===== src/rtl/ram_arb_pkg.sv =====
// Shared types and default widths for the two-port RAM arbiter.
package ram_arb_pkg;

  localparam int unsigned ADDR_W = 5;
  localparam int unsigned DATA_W = 3;

  typedef logic port_id_t;

  typedef struct packed {
    logic     vld;
    port_id_t id;
  } rd_tag_t;

endpackage


===== src/rtl/ram_port_arbiter_if.sv =====
// One requester port of the RAM arbiter: request handshake plus read response.
interface ram_port_arbiter_if #(
  parameter int unsigned ADDR_W = ram_arb_pkg::ADDR_W,
  parameter int unsigned DATA_W = ram_arb_pkg::DATA_W
);

  logic              valid;
  logic              wren;
  logic [ADDR_W-1:0] addr;
  logic [DATA_W-1:0] data;
  logic              ready;
  logic              rsp_valid;
  logic [DATA_W-1:0] rsp_data;

  modport master (
    output valid, wren, addr, data,
    input  ready, rsp_valid, rsp_data
  );

  modport slave (
    input  valid, wren, addr, data,
    output ready, rsp_valid, rsp_data
  );

endinterface


===== src/rtl/rr_arb2.sv =====
// Two-way round-robin arbiter; last_grant resets to port 1 so port 0 wins the first contest.
module rr_arb2
  import ram_arb_pkg::*;
(
  input  logic       clk,
  input  logic       reset,
  input  logic [1:0] req_i,
  output logic [1:0] gnt_o
);

  port_id_t last_grant_q, last_grant_d;

  always_comb begin
    gnt_o = 2'b00;
    if (!reset) begin
      unique case (req_i)
        2'b01:   gnt_o = 2'b01;
        2'b10:   gnt_o = 2'b10;
        2'b11:   gnt_o = last_grant_q ? 2'b01 : 2'b10;
        default: gnt_o = 2'b00;
      endcase
    end
    last_grant_d = last_grant_q;
    if (gnt_o != 2'b00) last_grant_d = gnt_o[1];
  end

  always_ff @(posedge clk or posedge reset) begin
    if (reset) last_grant_q <= 1'b1;
    else       last_grant_q <= last_grant_d;
  end

endmodule


===== src/rtl/ram_port_arbiter.sv =====
// Shares one single-port synchronous RAM between two requesters, one access per clock,
// with read responses routed back to the issuing port RD_LAT cycles after acceptance.
module ram_port_arbiter #(
  parameter int unsigned ADDR_W = ram_arb_pkg::ADDR_W,
  parameter int unsigned DATA_W = ram_arb_pkg::DATA_W,
  parameter int unsigned RD_LAT = 1
) (
  input  logic              clk,
  input  logic              reset,
  ram_port_arbiter_if.slave req0,
  ram_port_arbiter_if.slave req1,
  output logic [ADDR_W-1:0] ram_address,
  output logic [DATA_W-1:0] ram_data,
  output logic              ram_wren,
  input  logic [DATA_W-1:0] ram_q
);
  import ram_arb_pkg::*;

  if (RD_LAT < 1 || RD_LAT > 2) begin : g_bad_lat
    $error("ram_port_arbiter: RD_LAT must be 1 or 2");
  end

  logic [1:0] gnt;
  rd_tag_t    tag_q [RD_LAT];
  rd_tag_t    tag_d [RD_LAT];
  rd_tag_t    tag_out;

  rr_arb2 u_arb (
    .clk   (clk),
    .reset (reset),
    .req_i ({req1.valid, req0.valid}),
    .gnt_o (gnt)
  );

  assign req0.ready = gnt[0];
  assign req1.ready = gnt[1];

  // Idle cycles still present port 0's address; only wren matters then.
  always_comb begin
    ram_address = req0.addr;
    ram_data    = req0.data;
    ram_wren    = 1'b0;
    if (gnt[1]) begin
      ram_address = req1.addr;
      ram_data    = req1.data;
      ram_wren    = req1.wren;
    end else if (gnt[0]) begin
      ram_wren    = req0.wren;
    end
  end

  always_comb begin
    tag_d[0].vld = (gnt != 2'b00) && !ram_wren;
    tag_d[0].id  = gnt[1];
    for (int i = 1; i < RD_LAT; i++) tag_d[i] = tag_q[i-1];
  end

  always_ff @(posedge clk or posedge reset) begin
    if (reset) begin
      for (int i = 0; i < RD_LAT; i++) tag_q[i] <= '0;
    end else begin
      for (int i = 0; i < RD_LAT; i++) tag_q[i] <= tag_d[i];
    end
  end

  assign tag_out = tag_q[RD_LAT-1];

  always_comb begin
    req0.rsp_valid = tag_out.vld && (tag_out.id == 1'b0);
    req1.rsp_valid = tag_out.vld && (tag_out.id == 1'b1);
    req0.rsp_data  = req0.rsp_valid ? ram_q : '0;
    req1.rsp_data  = req1.rsp_valid ? ram_q : '0;
  end

endmodule


===== src/flat_wrapper.sv =====
// flat-port wrapper written by rule: the top's interface ports become plain ports
module ram_port_arbiter_flat import ram_arb_pkg::*;
#(
  parameter int unsigned ADDR_W = ram_arb_pkg::ADDR_W,
  parameter int unsigned DATA_W = ram_arb_pkg::DATA_W,
  parameter int unsigned RD_LAT = 1
)
  (clk, reset, ram_address, ram_data, ram_wren, ram_q, req0_valid, req0_wren, req0_addr, req0_data, req0_ready, req0_rsp_valid, req0_rsp_data, req1_valid, req1_wren, req1_addr, req1_data, req1_ready, req1_rsp_valid, req1_rsp_data);
  ram_port_arbiter_if #(.ADDR_W(ADDR_W), .DATA_W(DATA_W)) req0_i ();
  ram_port_arbiter_if #(.ADDR_W(ADDR_W), .DATA_W(DATA_W)) req1_i ();
  input  logic clk;
  input  logic reset;
  output logic [ADDR_W-1:0] ram_address;
  output logic [DATA_W-1:0] ram_data;
  output logic ram_wren;
  input  logic [DATA_W-1:0] ram_q;
  input wire logic [$bits(req0_i.valid)-1:0] req0_valid;
  input wire logic [$bits(req0_i.wren)-1:0] req0_wren;
  input wire logic [$bits(req0_i.addr)-1:0] req0_addr;
  input wire logic [$bits(req0_i.data)-1:0] req0_data;
  output wire logic [$bits(req0_i.ready)-1:0] req0_ready;
  output wire logic [$bits(req0_i.rsp_valid)-1:0] req0_rsp_valid;
  output wire logic [$bits(req0_i.rsp_data)-1:0] req0_rsp_data;
  input wire logic [$bits(req1_i.valid)-1:0] req1_valid;
  input wire logic [$bits(req1_i.wren)-1:0] req1_wren;
  input wire logic [$bits(req1_i.addr)-1:0] req1_addr;
  input wire logic [$bits(req1_i.data)-1:0] req1_data;
  output wire logic [$bits(req1_i.ready)-1:0] req1_ready;
  output wire logic [$bits(req1_i.rsp_valid)-1:0] req1_rsp_valid;
  output wire logic [$bits(req1_i.rsp_data)-1:0] req1_rsp_data;
  assign req0_i.valid = req0_valid;
  assign req0_i.wren = req0_wren;
  assign req0_i.addr = req0_addr;
  assign req0_i.data = req0_data;
  assign req0_ready = req0_i.ready;
  assign req0_rsp_valid = req0_i.rsp_valid;
  assign req0_rsp_data = req0_i.rsp_data;
  assign req1_i.valid = req1_valid;
  assign req1_i.wren = req1_wren;
  assign req1_i.addr = req1_addr;
  assign req1_i.data = req1_data;
  assign req1_ready = req1_i.ready;
  assign req1_rsp_valid = req1_i.rsp_valid;
  assign req1_rsp_data = req1_i.rsp_data;
  ram_port_arbiter #(.ADDR_W(ADDR_W), .DATA_W(DATA_W), .RD_LAT(RD_LAT)) u_core (.clk(clk), .reset(reset), .req0(req0_i), .req1(req1_i), .ram_address(ram_address), .ram_data(ram_data), .ram_wren(ram_wren), .ram_q(ram_q));
endmodule

===== config.mk =====
export PLATFORM = sky130hd
export DESIGN_NAME = ram_port_arbiter_flat
export DESIGN_NICKNAME = d
export VERILOG_FILES = /design/src/rtl/ram_arb_pkg.sv /design/src/rtl/ram_port_arbiter_if.sv /design/src/rtl/rr_arb2.sv /design/src/rtl/ram_port_arbiter.sv /design/src/flat_wrapper.sv
export SDC_FILE = /design/constraint.sdc
export NUM_CORES = 1
export LEC_CHECK = 0
export BUFFER_PORTS_ARGS = -buffer_cell sky130_fd_sc_hd__buf_2
export CORE_AREA = 2 2 39 41
export DETAILED_ROUTE_END_ITERATION = 16
export DIE_AREA = 0 0 41 43
export GPL_ROUTABILITY_DRIVEN = 0
export HOLD_SLACK_MARGIN = 0.03
export PLACE_DENSITY = 0.66
export SLEW_MARGIN = 20
export SYNTH_ARGS = -nofsm -noshare
export SYNTH_HDL_FRONTEND = slang
export SYNTH_HIERARCHICAL = 1
export SYNTH_SLANG_ARGS = --single-unit

===== constraint.sdc =====
create_clock -name clk -period 1.9 [get_ports clk]
set_input_delay 0.19 -clock clk [delete_from_list [all_inputs] [get_ports clk]]
set_output_delay 0.19 -clock clk [all_outputs]
set_load 0.005 [all_outputs]

Word-level counts from Yosys, hierarchy flattened. Index checks and enable logic that the tools add are counted.

Multiplexer cells: 9. Bitwise gates (word level): 1. Reduce and logical (&&, ||, !) cells: 5. Eq/ne operators: 3.

Operators by type and width (count): $mux 3 (3); $pmux 2 s3 (1); $mux 5 (1); $eq 2x2->1 const B (2); $mux 2 (2); $logic_and 1x1->1 (3); $eq 2x1->1 const B (1); $mux 1 (2); $reduce_bool 2->1 (1); $logic_not 1->1 (1); $not 1->1 (1).

Output and inout port bits: 19. Register bits after elaboration: 3. Input bits: 25.

Logic depth before layout (Yosys ltp). Gate-level depths: netlist of run 1.

Depth in word-level cells: 7. Depth in mapped cells: 5. Mapped depth without buffers: 4.

Modules after synthesis. Netlist of run 1, hierarchy kept.

Modules (own cells, without submodules): ram_port_arbiter (sequential area each 50.0 µm², instances 1, cells each 26, area each 259.0 µm²); rr_arb2 (sequential area each 26.3 µm², instances 1, cells each 8, area each 72.6 µm²).

Worst setup path before layout of run 1. No wires, ideal clock.

Path type: input to output. From: in req1_valid. To: out ram_address[0]. Cell stages on the path: 4. Data required time: 1710 ps. Slack: 453 ps. Buffers on the path: 1. Arrival time: 1257 ps. Cells stage by stage: or2b_1 > a21oi_1 > buf_6 > mux2_4.

Longest elaborated chain between the ends: 4. Elaborated cells between the ends (all ways): 6.

RTL lines: start: declaration (RTL line flat_wrapper.sv:24) `input wire logic [$bits(req1_i.valid)-1:0] req1_valid;`; $eq 2x2->1 / $eq 2x1->1 (equally long branches) (RTL line rr_arb2.sv:16) `unique case (req_i)`; $pmux 2 s3 * (RTL line rr_arb2.sv:16); $mux 2 * (RTL line rr_arb2.sv:15) `if (!reset) begin`; via req1_ready (RTL line flat_wrapper.sv:28) `output wire logic [$bits(req1_i.ready)-1:0] req1_ready;`; $mux 5 * (RTL line ram_port_arbiter.sv:43) `if (gnt[1]) begin`; end: declaration (RTL line flat_wrapper.sv:13) `output logic [ADDR_W-1:0] ram_address;`.

The timed path passes the listed nets; every way through them passes the cells marked *.

Worst setup path in the final report of run 1.
From: reg u_core.u_arb.last_grant_q. To: out ram_address[2].

Longest elaborated chain between the ends: 4.

RTL lines: start: declaration (RTL line rr_arb2.sv:11) `port_id_t last_grant_q, last_grant_d;`; start signal: assignment (RTL line rr_arb2.sv:29) `else last_grant_q <= last_grant_d;`; $mux 2 (RTL line rr_arb2.sv:19) `2'b11: gnt_o = last_grant_q ? 2'b01 : 2'b10;`; $pmux 2 s3 (RTL line rr_arb2.sv:16); $mux 2 (RTL line rr_arb2.sv:15); $mux 5 (RTL line ram_port_arbiter.sv:43).

No other way between the ends.

==> reports/metrics.cfg, run 1 <==
[logic_synthesis]
yosysTopAreaCellShare = 0.2717
synth_top_area_cell = mux2_4
synth-seq-cells = 3
netlist_area_um2 = 331.6
synth_area_leaders = mux2_4, dfrtp_1, dfstp_2, and2_1, mux2_2
yosys_warnings = 6
synth_cells = 34
yosysSeqAreaShare = 0.2302
syn_avg_cell_area_um2 = 9.752
synth_nets = 59
synth_cell_types = 17

[detailed_routing]
wire_per_inst_um = 8.960
vias_per_cell = 4.101
drtAntennaViolNets = 0
drt_iter0_drc = 4
drcViolationCount = 0
met2_length_um = 525
highest_layer = met3
dr_wl_met3_um = 68
vias = 406
dr.pass1.iters = 2
wl_met1_um = 293
wl_um = 887

[global_routing]
grt_max_degree = 12
grt_first_pass_wirelength_mm = 1.414
grt_pass1_vias = 383
grt.total_usage = 0.1207
antenna_found_initial = 0
globalRouteOverflowTotal = 0

[timing]
finalCritPeriodShare = 0.8755
clock.fmax_mhz = 601.1
finalSetupTns_ps = 0
finalCriticalPeriod_ps = 1664
worstMarginPinSlew_ps = 323.1
finalClockSkew_ps = 1.002
rsz0062_at_grt = no
finalHoldViolCount = 0
maxSlewViolCount = 0
holdWs_ps = 265.6
setup_viol = 0
relSlewSlack = 0.7827

[floorplan]
core_area_um2 = 1384
core.rowCount = 14
die_y_um = 43
start_util = 0.2396
dieArea_um2 = 1763
dieWidth_um = 41
io_pins = 44

[power_and_ir_drop]
p_per_area_nw_per_um2 = 479.3
ir_worst_vdd_uv = 228.1
p_leak_nw = 0.3826

[clock_tree]
cts.sinks = 3
path_clk_slew_ps = 40
cts-root-buf = clkbuf_4
clk_latency_ps = 230
clockBufferDepth = 2
numCtsBuffers = 3
htree_levels = 1
tritoncts = done

[place]
io_buffers = 43
dp_cells = 94
dp_hpwl_um = 753.9

[finish]
fin_nets = 109
post-route-util = 0.4385
syn_to_final_growth_pct = 83.02
final_common_cell = buf_2
final_cells = 99
diodes = 0
layout_common_cells = buf_2, mux2_4, and2_1, inv_1
drive_above_1_share = 0.7108
fillCellCount = 149

[critical_path]
path_cells = a21oi_1 -> buf_4 -> mux2_4 -> buf_2
max_stage_delay_ps = 540
crit_family = flip-flops
endpoint_kind = output port
crit_path_top_delay_cell = dfstp_2
path_buf_inv = 2
critPathKind = flip-flop to output port
worst_ep_arrival_time_ps = 1470
cp.required_ps = 1710
path_max_fanout = 11
start_kind = flip-flop

[outcome]
outcome = completed

[min_path]
hp-class = input port to flip-flop

[flow_run]
drv_cap = 0

[where the power goes]
part           leakage, nW  switching [mW]  internal (mW)  total (mW)
clock               0.0150          0.0325         0.0787       0.111
combinational        0.331          0.0362         0.0660       0.102
sequential          0.0370         0.00536         0.0722      0.0775
[cell families (layout without fill, tap and decap cells)]
group,Yosys count,count (layout),synth area share
and+or+nand+nor,13,13,0.2415
muxes,9,9,0.3698
buffers and inverters,5,54,0.07923
AOI/OAI and AO/OA,4,4,0.07923
DFF,3,3,0.2302
[tightest hold or removal path: stages]
cell	delay, ps
buf_2	100
or2b_1	120
mux2i_1	70
[timing repair]
item / 4_1_cts / 5_1_grt
hold buffers: 1 / 0
setup endpoints to repair: 0 / 0
hold endpoints to repair: 3 / 0
buffers inserted: 0 / 0
gates resized for setup: 0 / 0
[layout make-up]
| cell class | instances | area [µm²] | share of cell area |
|---|---|---|---|
| inverter | 4 | 15.01 | 0.02474 |
| tap | 16 | 20.02 | 0.03299 |
| multi-input combinational | 26 | 229.0 | 0.3773 |
| clock buffer | 4 | 26.28 | 0.04330 |
| timing repair buffer | 46 | 240.2 | 0.3959 |
| sequential | 3 | 76.32 | 0.1258 |
[per-layer routing]
metal,global-route usage,vias to the layer above
li1,-,211
met1,0.1133,174
met3,0.03141,0
met4,0.1000,0
met2,0.2000,21
met5,0,-
[per-stage QoR]
step	power, mW	setup slack (ps)	instance area, µm²
4_1_cts	0.2985	214.7	606.8
3_3_place_gp	0.1787	345.9	570.5
2_1_floorplan	0.1286	453.3	331.6
3_5_place_dp	0.1805	319.9	570.5
5_1_grt	0.3117	60.15	606.8
6_report	0.2909	236.5	606.8
[cell usage after synthesis]
master and n:
a21boi_0 1, a21oi_1 1, a22o_1 1, and2_1 4
and3_1 3, buf_6 1, dfrtp_1 2, dfstp_2 1
inv_1 4, mux2_2 2, mux2_4 6, mux2i_1 1
nand2_1 2, nor2_1 1, nor2b_2 2, o21ai_0 1
or2b_1 1
[final timing paths]
kind	start	endpoint	slack (ps)	depth (start not counted)
setup / recovery	u_core/u_arb/last_grant_q	ram_address[2]	240	4
hold / removal	reset	u_core/u_arb/last_grant_q	270	3
setup reg to reg	u_core/u_arb/last_grant_q	u_core/tag_out[1]	750	3
hold reg to reg	u_core/u_arb/last_grant_q	u_core/u_arb/last_grant_q	500	1
max in group asynchronous	reset	u_core/u_arb/last_grant_q	1330	3
min in group asynchronous	reset	u_core/tag_out[1]	410	3
[state kept, by name (all words and copies together) (netlist names)]
register / flops
u_core/u_arb/last_grant_q: 1
u_core/tag_out: 2
(Power assumes the default switching activity.)
==> run 2, diff against run 1 <==
--- a/config.mk
+++ b/config.mk
@@ -11,7 +11,7 @@
 export DIE_AREA = 0 0 41 43
 export GPL_ROUTABILITY_DRIVEN = 0
 export HOLD_SLACK_MARGIN = 0.03
-export PLACE_DENSITY = 0.66
+export PLACE_DENSITY = 0.63
 export SLEW_MARGIN = 20
 export SYNTH_ARGS = -nofsm -noshare
 export SYNTH_HDL_FRONTEND = slang
==> run 2 against run 1 <==
Effect of this change:
- register-to-register slack lost 90 ps
- routed wire length down 5.0%
- critical path depth unchanged
- via count increased by 2.7%
- clock power shrank 4%
- clock skew barely moved
- die area is the same
- critical path type unchanged
- critical endpoint is now ram_data[1]
- largest cell class unchanged
==> reports/metrics.cfg, run 2 (same netlist as run 1, synthesis figures left out) <==
[outcome]
outcome = completed

[finish]
fillCellCount = 154
final_common_cell = buf_2
drive_above_1_share = 0.7073
fin_nets = 108
syn_to_final_growth_pct = 80.75
largest_register_ff_count = 2
layout_common_cells = buf_2, mux2_4, and2_1, inv_1
diodes = 0

[floorplan]
io_pins = 44
start_util = 0.2396
die_y_um = 43
dieArea_um2 = 1763
dieWidth_um = 41
core_area_um2 = 1384
core.rowCount = 14

[critical_path]
max_stage_delay_ps = 370
critPathKind = flip-flop to output port
endpoint_kind = output port
crit_family = buffers and inverters
cp.required_ps = 1710
path_buf_inv = 2
path_cells = a21oi_1 -> buf_4 -> mux2_4 -> buf_2
worst_ep_arrival_time_ps = 1550
start_kind = flip-flop
crit_path_top_delay_cell = dfstp_2
path_max_fanout = 12

[timing]
setup_viol = 0
finalHoldViolCount = 0
finalClockSkew_ps = 0.9741
rsz0062_at_grt = no
clock.fmax_mhz = 575.5
finalCritPeriodShare = 0.9145
holdWs_ps = 258.6
maxSlewViolCount = 0
relSlewSlack = 0.7801
worstMarginPinSlew_ps = 326.9
finalSetupTns_ps = 0
finalCriticalPeriod_ps = 1738

[power_and_ir_drop]
p_leak_nw = 0.3774
p_int_mw = 0.2150
p_seq_frac = 0.273
ir_worst_vdd_uv = 218.5
switchingPower_mw = 0.06958
power_frac_clock = 0.375
p_per_area_nw_per_um2 = 474.8
switching_share = 0.2445
power_mw = 0.2846
pwr-share-comb = 0.352

[detailed_routing]
wl_um = 843
drtAntennaViolNets = 0
dr.pass1.iters = 2
wire_per_inst_um = 8.602
vias_per_cell = 4.255
drt_iter0_drc = 1
vias = 417
drcViolationCount = 0

[clock_tree]
cts.repair.resized = 0
cts-root-buf = clkbuf_4
path_clk_slew_ps = 40
cts.sinks = 3
htree_levels = 1
numCtsBuffers = 3
clk_latency_ps = 220
tritoncts = done
clockBufferDepth = 2

[global_routing]
top_usage_layer = met2
grtUsageMet3 = 0.03665
globalRouteOverflowTotal = 0
grtUsageMet2 = 0.1813
grt_first_pass_wirelength_mm = 1.304
grt_pass1_vias = 364
antenna_found_initial = 0
gr-usage-met1 = 0.1029
grt.total_usage = 0.1094
grt_max_degree = 13

[flow_run]
drv_cap = 0

[place]
dp_hpwl_um = 749.5
io_buffers = 43

[min_path]
hp-class = input port to flip-flop

## run 2: final timing paths
kind / start / end / slack, ps / depth (start not counted)
worst max-delay path: u_core/u_arb/last_grant_q / ram_data[1] / 160 / 4
worst min-delay path: reset / u_core/u_arb/last_grant_q / 260 / 3
worst max register to register: u_core/u_arb/last_grant_q / u_core/tag_out[1] / 660 / 4
worst min register to register: u_core/u_arb/last_grant_q / u_core/u_arb/last_grant_q / 500 / 1
max in group asynchronous: reset / u_core/u_arb/last_grant_q / 1330 / 3
min in group asynchronous: reset / u_core/tag_out[0] / 410 / 3
## run 2: worst register-to-register path, delay by kind of cell, from the launching register on
kind | cells | cell delay (ps)
AO/OA/AOI/OAI | 2 | 410
flip-flops | 1 | 370
buffers and inverters | 1 | 270
AND/OR/NAND/NOR | 1 | 70
## run 2: cell type report
cell class | count | area (µm²) | area share
repair buffers | 45 | 232.7 | 0.3883
inverters | 4 | 15.01 | 0.02505
flip-flops and latches | 3 | 76.32 | 0.1273
well taps | 16 | 20.02 | 0.03340
multi-input cells | 26 | 229.0 | 0.3820
clock buffers | 4 | 26.28 | 0.04384
## run 2: repair_timing
| item | CTS | global route |
|---|---|---|
| setup endpoints to repair | 0 | 0 |
| endpoints found under the hold margin | 3 | 0 |
| buffers inserted | 0 | 0 |
| hold buffers | 1 | 0 |
## run 2: stage by stage
step | utilization | area (µm²) | worst slack (ps) | cells
2_1_floorplan | - | 331.6 | 453.3 | 34
6_report | 0.4331 | 599.3 | 162.4 | 98
3_5_place_dp | 0.4069 | 563.0 | 201.1 | 93
4_1_cts | 0.4331 | 599.3 | 141.7 | 98
3_3_place_gp | 0.4069 | 563.0 | 237.6 | 93
5_1_grt | 0.4331 | 599.3 | 32.84 | 98
## run 2: layer usage
layer | up-vias | part of all wire | wire length [µm]
met2 | 29 | 0.51 | 428
li1 | 209 | - | -
met1 | 179 | 0.37 | 313
met3 | 0 | 0.12 | 101
met5 | - | 0 | 0
met4 | 0 | 0 | 0
## run 2: power by group through the flow
stage	Clock [mW]	Combinational, mW	Sequential [mW]
2_1_floorplan	0	0.0517	0.0769
3_3_place_gp	0	0.0989	0.0781
3_5_place_dp	0	0.100	0.0784
4_1_cts	0.111	0.102	0.0777
5_1_grt	0.124	0.112	0.0789
6_report	0.107	0.100	0.0777
==> run 3, diff against run 2 <==
--- a/config.mk
+++ b/config.mk
@@ -12,6 +12,7 @@
 export GPL_ROUTABILITY_DRIVEN = 0
 export HOLD_SLACK_MARGIN = 0.03
 export PLACE_DENSITY = 0.63
+export RECOVER_POWER = 50
 export SLEW_MARGIN = 20
 export SYNTH_ARGS = -nofsm -noshare
 export SYNTH_HDL_FRONTEND = slang
==> run 3 against run 2 <==
Effect of this change:
- register-to-register slack is essentially flat
- via count is the same
- first-iteration DRC count is the same
- sequential share of layout area grew 0.16 points
- clock-buffer cell count is the same
- total power shrank 0.38%
- worst setup slack is the same
- hold slack gained 17 ps
- sequential power is essentially flat
- global-route usage is the same
- largest power group unchanged
- highest routed layer unchanged
==> reports/metrics.cfg, run 3 (same netlist as run 1, synthesis figures left out) <==
[global_routing]
top_usage_layer = met2
globalRouteOverflowTotal = 0
grt_max_degree = 13
antenna_found_initial = 0
grt_first_pass_wirelength_mm = 1.304
gr-usage-met1 = 0.1029
grtUsageMet3 = 0.03665
grt_pass1_vias = 364
grtUsageMet2 = 0.1813
grt.total_usage = 0.1094

[floorplan]
io_pins = 44
die_y_um = 43
core_area_um2 = 1384
dieWidth_um = 41
dieArea_um2 = 1763
start_util = 0.2396
core.rowCount = 14

[critical_path]
critPathKind = flip-flop to output port
worst_ep_arrival_time_ps = 1550
start_kind = flip-flop
path_max_fanout = 12
endpoint_kind = output port
cp.required_ps = 1710

[clock_tree]
clockBufferDepth = 2
cts.sinks = 3
clk_latency_ps = 220
tritoncts = done
htree_levels = 1
path_clk_slew_ps = 40
cts-root-buf = clkbuf_4
cts.repair.resized = 0
cts_setup_buffers = 0
numCtsBuffers = 3

[finish]
fillCellCount = 155
layout_common_cells = buf_2, mux2_4, clkbuf_1, inv_1
final_cells = 98
drive_above_1_share = 0.6463
largest_register_ff_count = 2
syn_to_final_growth_pct = 78.49
final_common_cell = buf_2
fin_nets = 108
diodes = 0

[place]
dp_hpwl_um = 749.5
dp_cells = 93
io_buffers = 43

[detailed_routing]
drcViolationCount = 0
drt_iter0_drc = 1
dr.pass1.iters = 2
drtAntennaViolNets = 0
vias_per_cell = 4.255
wire_per_inst_um = 8.694
wl_um = 852
vias = 417

[timing]
relSlewSlack = 0.7801
finalSetupTns_ps = 0
finalHoldViolCount = 0
holdWs_ps = 275.1
worstMarginPinSlew_ps = 326.9
finalCriticalPeriod_ps = 1738
setup_viol = 0
finalCritPeriodShare = 0.9145
clock.fmax_mhz = 575.5
rsz0062_at_grt = no
finalClockSkew_ps = 0.9741
maxSlewViolCount = 0

[min_path]
hp-class = input port to flip-flop

[power_and_ir_drop]
ir_worst_vdd_uv = 217.3
p_per_area_nw_per_um2 = 479.0
p_leak_nw = 0.3593

[flow_run]
drv_cap = 0

[outcome]
outcome = completed

-- run 3: cell types whose count changed in the layout (fill, tap and decap cells not counted) --
cell	before	now
and2_1	4	2
and2_0	0	2
buf_2	43	39
nor2b_2	2	1
clkbuf_1	1	5
nor2b_1	0	1
-- run 3: final timing paths --
path / startpoint / endpoint / slack [ps] / cells after the start
hold reg to reg: u_core/u_arb/last_grant_q / u_core/u_arb/last_grant_q / 500 / 1
min in group asynchronous: reset / u_core/tag_out[0] / 400 / 3
max in group asynchronous: reset / u_core/u_arb/last_grant_q / 1330 / 3
hold / removal: req1_wren / u_core/tag_out[1] / 280 / 3
setup / recovery: u_core/u_arb/last_grant_q / ram_data[1] / 160 / 4
setup reg to reg: u_core/u_arb/last_grant_q / u_core/tag_out[1] / 660 / 4
-- run 3: layout make-up --
class	count	area, µm²	share of cell area
Timing Repair Buffer	45	227.7	0.3848
Multi-Input combinational cell	26	226.5	0.3827
Sequential cell	3	76.32	0.1290
Tap cell	16	20.02	0.03383
Inverter	4	15.01	0.02537
Clock buffer	4	26.28	0.04440
-- run 3: what timing repair did --
| action | in CTS | in global routing |
|---|---|---|
| hold endpoints to repair | 3 | 0 |
| hold buffers | 1 | 0 |
| setup endpoints to repair | 0 | 0 |
-- run 3: metal layers --
metal / vias to the layer above / routed length [µm]
met2: 29 / 430
li1: 209 / -
met1: 179 / 325
met3: 0 / 96
met4: 0 / 0
met5: - / 0
-- run 3: power by group --
group          internal (mW)  total [mW]  switching, mW
Sequential            0.0722      0.0775        0.00532
Clock                 0.0784       0.107         0.0283
Combinational         0.0633      0.0993         0.0360
-- run 3: critical path, cell delays in order (launching register included) --
cell and delay, ps:
dfstp_2 370, a21oi_1 240, buf_4 270, mux2_4 310
buf_2 120
-- run 3: through the flow --
stage                     power (mW)  utilization  worst slack, ps  cell area, µm²
after floorplan               0.1286            -            453.3           331.6
final                         0.2835       0.4277            162.4           591.8
after CTS                     0.2910       0.4331            141.7           599.3
after global placement        0.1770       0.4069            237.6           563.0
after global routing          0.3139       0.4277            32.84           591.8
after detailed placement      0.1788       0.4069            201.1           563.0
